### config.mk
export PLATFORM = sky130hd
export DESIGN_NAME = seg7_scan_mux
export DESIGN_NICKNAME = d
export VERILOG_FILES = /design/src/rtl/seg7_pkg.sv /design/src/rtl/hex_to_seg7.sv /design/src/rtl/seg7_scan_mux.sv
export SDC_FILE = /design/constraint.sdc
export NUM_CORES = 1
export LEC_CHECK = 0
export ABC_AREA = 1
export CAP_MARGIN = 20
export CORE_MARGIN = 4
export CORE_UTILIZATION = 58
export CTS_CLUSTER_SIZE = 16
export DETAILED_ROUTE_END_ITERATION = 10
export PLACE_DENSITY = 0.8
export SLEW_MARGIN = 20
export SYNTH_ARGS = -nofsm -noshare
export SYNTH_HDL_FRONTEND = slang
export SYNTH_HIERARCHICAL = 1
export SYNTH_SLANG_ARGS = --single-unit
### constraint.sdc
create_clock -name clk -period 3.56 [get_ports clk]
set_input_delay 0.712 -clock clk [delete_from_list [all_inputs] [get_ports clk]]
set_output_delay 0.712 -clock clk [all_outputs]
set_load 0.01 [all_outputs]
### src/rtl/seg7_pkg.sv
// Shared constants and types for the four-digit seven-segment scanner.
// Glyphs are active-low, with the MSB of each entry driving segment a and the LSB driving segment g.
package seg7_pkg;

  localparam int NUM_DIGITS = 4;

  localparam logic [6:0] SEG_BLANK = 7'b111_1111;

  localparam logic [6:0] GLYPH_TABLE [16] = '{
    7'b000_0001,  // 0
    7'b100_1111,  // 1
    7'b001_0010,  // 2
    7'b000_0110,  // 3
    7'b100_1100,  // 4
    7'b010_0100,  // 5
    7'b010_0000,  // 6
    7'b000_1111,  // 7
    7'b000_0000,  // 8
    7'b000_0100,  // 9
    7'b000_1000,  // A
    7'b110_0000,  // b
    7'b011_0001,  // C
    7'b100_0010,  // d
    7'b011_0000,  // E
    7'b011_1000   // F
  };

  // One complete frame's worth of display content.
  typedef struct packed {
    logic [4*NUM_DIGITS-1:0] value;
    logic [NUM_DIGITS-1:0]   blank;
    logic [NUM_DIGITS-1:0]   dp;
  } frame_t;

  localparam frame_t FRAME_RESET = '{value: '0, blank: '1, dp: '0};

endpackage

### src/rtl/hex_to_seg7.sv
// Combinational hex nibble to active-low seven-segment glyph decoder.
module hex_to_seg7
  import seg7_pkg::*;
(
  input  logic [3:0] nibble,
  output logic [6:0] glyph
);

  assign glyph = GLYPH_TABLE[nibble];

endmodule

### src/rtl/seg7_scan_mux.sv
// Time-multiplexed four-digit seven-segment driver with tear-free, frame-aligned updates.
// A load is staged in a pending register and is only applied to the display at a frame boundary.
module seg7_scan_mux
  import seg7_pkg::*;
#(
  parameter int REFRESH_DIV = 50_000,
  parameter int DIV_W       = 16
) (
  input  logic                    clk,
  input  logic                    arst,
  input  logic [4*NUM_DIGITS-1:0] value_in,
  input  logic [NUM_DIGITS-1:0]   blank_in,
  input  logic [NUM_DIGITS-1:0]   dp_in,
  input  logic                    load,
  output logic                    update_pending,
  output logic                    frame_done,
  output logic [0:6]              seg,
  output logic                    dp,
  output logic [NUM_DIGITS-1:0]   an
);

  localparam logic [DIV_W-1:0] CNT_LAST = DIV_W'(REFRESH_DIV - 1);

  logic [DIV_W-1:0] cnt_q;
  logic [1:0]       idx_q;
  logic [1:0]       idx_nxt;
  logic             tick;
  logic             boundary;
  frame_t           pend_q;
  frame_t           disp_q;
  frame_t           disp_nxt;
  frame_t           in_frame;
  logic [3:0]       nibble_nxt;
  logic [6:0]       glyph_nxt;

  assign tick     = (cnt_q == CNT_LAST);
  assign boundary = tick && (idx_q == 2'd3);
  assign idx_nxt  = idx_q + 2'd1;
  assign in_frame = '{value: value_in, blank: blank_in, dp: dp_in};

  // A load landing on the boundary bypasses the pending stage entirely.
  always_comb begin
    disp_nxt = disp_q;
    if (boundary) begin
      if (load)                disp_nxt = in_frame;
      else if (update_pending) disp_nxt = pend_q;
    end
  end

  // Decode from the upcoming digit and display so outputs switch together with idx.
  assign nibble_nxt = disp_nxt.value[{idx_nxt, 2'b00} +: 4];

  hex_to_seg7 u_decode (
    .nibble (nibble_nxt),
    .glyph  (glyph_nxt)
  );

  // NOTE: all state uses non-blocking assignments so every register samples pre-edge values.
  always_ff @(posedge clk or posedge arst) begin
    if (arst) begin
      cnt_q          <= '0;
      idx_q          <= 2'd3;
      pend_q         <= FRAME_RESET;
      disp_q         <= FRAME_RESET;
      update_pending <= 1'b0;
      frame_done     <= 1'b0;
      an             <= '1;
      seg            <= SEG_BLANK;
      dp             <= 1'b1;
    end else begin
      cnt_q      <= tick ? '0 : cnt_q + DIV_W'(1);
      frame_done <= boundary;
      disp_q     <= disp_nxt;

      if (boundary) begin
        update_pending <= 1'b0;
      end else if (load) begin
        pend_q         <= in_frame;
        update_pending <= 1'b1;
      end

      if (tick) begin
        idx_q <= idx_nxt;
        an    <= ~(NUM_DIGITS'(1) << idx_nxt);
        if (disp_nxt.blank[idx_nxt]) begin
          seg <= SEG_BLANK;
          dp  <= 1'b1;
        end else begin
          seg <= glyph_nxt;
          dp  <= ~disp_nxt.dp[idx_nxt];
        end
      end
    end
  end

endmodule

==> flow_metrics.tcl <==
set metrics [dict create \
    synth_edf_count 0 \
    port_buffers 40 \
    core.rowCount 31 \
    leakagePower_nw 2.54 \
    netlist.area_leader.share_pct 32.7 \
    place_area_mm2 0.00493 \
    multi_input_area_mm2 0.00194 \
    start_util_pct 60.5 \
    clkLatencyLatePin_ns 0.35 \
    cp_max_fo 34 \
    gr-total-overflow 0 \
    synth_cell_type_count 33 \
    grt_use_total_pct 22.7 \
    die_y_um 95.5 \
    grt_pass1_wl_um 16400 \
    cts-root-buf "clkbuf_8" \
    whs_ns 0.486 \
    nets 669 \
    min_path_type "flop to flop" \
    synth_cells 592 \
    via_per_inst 5.22 \
    hold_viol 0 \
    gp_congestion 0.994 \
    synthArstFlopShare_pct 100 \
    yosys-top-cells-area "dfrtp_1, nand2_1, dfstp_2, o21ai_0, inv_1" \
    ys_seq_area_share_pct 45.7 \
    rsz0062_at_grt "false" \
    min_period_ns 3.21 \
    setup_tns_ns 0 \
    post_cts_resized 0 \
    insertedDiodeCount 0 \
    die_w_um 95.5 \
    post-synth-top-count-cell "nand2_1" \
    end_kind "flop" \
    synth_flop_cell "dfrtp_1" \
    synth.net_count 631 \
    yosys_warnings 6 \
    ios 41 \
    tightest_slew_ns 0.959 \
    syn2layout_area_growth_pct 14.9 \
    core-area_mm2 0.00733 \
    crit_path_start "cnt_q[0]$_DFF_PP0_" \
    wl_per_cell_um 13.0 \
    cp-start-kind "flop" \
    ir_drop_v 0.000286 \
    cap_viol_max_count 0 \
    rr_worst_depth 17 \
    r2r_end "seg[3]$_DFFE_PP1N_" \
    numCtsBuffers 9 \
    vias 3834 \
    drtIter0Drc 242 \
    antenna_found_initial 0 \
    syn-cell-area_mm2 0.00444 \
    clock-sinks 80 \
    die_area_mm2 0.00911 \
    postCtsSetupBuffers 0 \
    clock-skew-final_ns 0.00572 \
    dp_hpwl_um 6700 \
    grt_max_degree 59 \
    power_density_mw_per_mm2 327 \
    critPathArrivalTime_ns 3.50 \
    h-tree-depth 3 \
    finalSetupViolCount 0 \
    final_cell_area_mm2 0.00510 \
    wl_um 9570 \
    drt_pass1_iterations 5 \
    max_freq_mhz 312 \
    slew_violations 0 \
    cp-endpoint "seg[3]$_DFFE_PP1N_" \
    ctsLongestPathBuffers 2 \
    finalCritPeriodShare_pct 90.1 \
    grt_pass1_vias 3751 \
    n_fill_cell 588 \
    yosysTopAreaCell "dfrtp_1" \
    synth_common_cells "nand2_1, inv_1, o21ai_0" \
    route.detailed.drc 0 \
    ff_latch_area_mm2 0.00203 \
    drive_above_1_share_pct 12.0 \
    slew_headroom_pct 36.1 \
    outcome "finished, final reports clean" \
    postCtsHoldBufs 0 \
    power.total_w 0.00167 \
    rr_startpoint "cnt_q[0]$_DFF_PP0_" \
    tritoncts "built" \
    worst-setup-path-type "flop to flop" \
    worst_ep_required_time_ns 3.85 \
    synth_seq_cells 80 \
    ant_nets 0 \
    syn_area_per_cell_um2 7.49 \
    clkTransAtPathRegs_ns 0.08 \
    rrSetupSlack_ns 0.35 \
]
-- where the power goes --
group	total [W]	switching, W	internal (W)
clock	0.000587	0.000319	0.000268
combinational	0.000130	0.0000716	0.0000581
sequential	0.000950	0.0000131	0.000937
total	0.00167	0.000403	0.00126
-- flip-flops by register name, summed over array words and instances (netlist names), 2 cells and up --
signal,cells
an,4
cnt_q,16
seg,7
idx_q,2
disp_q,24
pend_q,24
-- area by class of cell --
cell class              instances  area share [%]
flip-flops and latches         80            39.8
well taps                      99            2.43
clock buffers                  12            2.85
clock inverters                 4           0.393
multi-input cells             400            38.0
repair buffers                 52            10.1
inverters                      87            6.43
-- through the flow --
step,setup slack (ns),cells,utilization [%]
final,0.351,734,69.6
after global routing,0.103,734,69.6
after CTS,0.397,734,69.6
after detailed placement,0.238,718,67.3
after global placement,0.323,718,67.3
after floorplan,0.482,592,-
-- worst min-delay path by stage --
stage	end	cells past startpoint	slack (ns)	startpoint
after floorplan	pend_q[0]$_DFFE_PP0P_	2	0.45	pend_q[0]$_DFFE_PP0P_
after global placement	pend_q[12]$_DFFE_PP0P_	2	0.47	pend_q[12]$_DFFE_PP0P_
after detailed placement	pend_q[0]$_DFFE_PP0P_	2	0.48	pend_q[0]$_DFFE_PP0P_
after CTS	cnt_q[0]$_DFF_PP0_	1	0.49	cnt_q[0]$_DFF_PP0_
after global routing	cnt_q[0]$_DFF_PP0_	1	0.51	cnt_q[0]$_DFF_PP0_
final	cnt_q[0]$_DFF_PP0_	1	0.49	cnt_q[0]$_DFF_PP0_
-- placed cells by master (no fill, tap or decap), types with 10 or more instances in the layout --
cell type | synthesis | routed
nand3_1 | 35 | 35
inv_1 | 81 | 80
ha_1 | 12 | 12
o21ai_1 | 15 | 15
buf_4 | 3 | 10
nand2_1 | 159 | 159
dfstp_2 | 22 | 22
clkbuf_8 | 0 | 10
clkdlybuf4s50_1 | 0 | 40
dfrtp_1 | 58 | 58
o21ai_0 | 80 | 80
nor2_1 | 50 | 50
-- cells by family after synthesis --
logic type               after synthesis  share of synthesized area, %
buffers and inverters                112                          10.6
multiplexers                           2                         0.508
XOR/XNOR                               3                         0.592
adder cells (fa/ha/maj)               12                          3.38
flip-flops                            80                          45.7
AND/OR/NAND/NOR                      268                          25.4
AO/OA/AOI/OAI                        115                          13.8
-- routing by layer --
layer	vias to the layer above	track usage [%]	routed length (um)
li1	1934	-	-
met1	1772	28.8	4230
met2	116	39.0	4710
met3	12	4.89	494
met4	0	6.99	125
met5	-	0	0
-- critical path, cell delays in order (launching register included) --
cell,delay (ns)
dfrtp_1,0.41
ha_1,0.26
nand3_2,0.12
nor2_2,0.06
nand3_2,0.08
clkinv_2,0.36
o21ai_0,0.37
o21ai_1,0.11
o22ai_1,0.22
inv_1,0.15
ha_1,0.21
inv_1,0.10
nand2_1,0.10
nand3_1,0.08
nand2_1,0.05
or2_2,0.28
o21bai_1,0.13
inv_1,0.05
(Power assumes the default switching activity.)
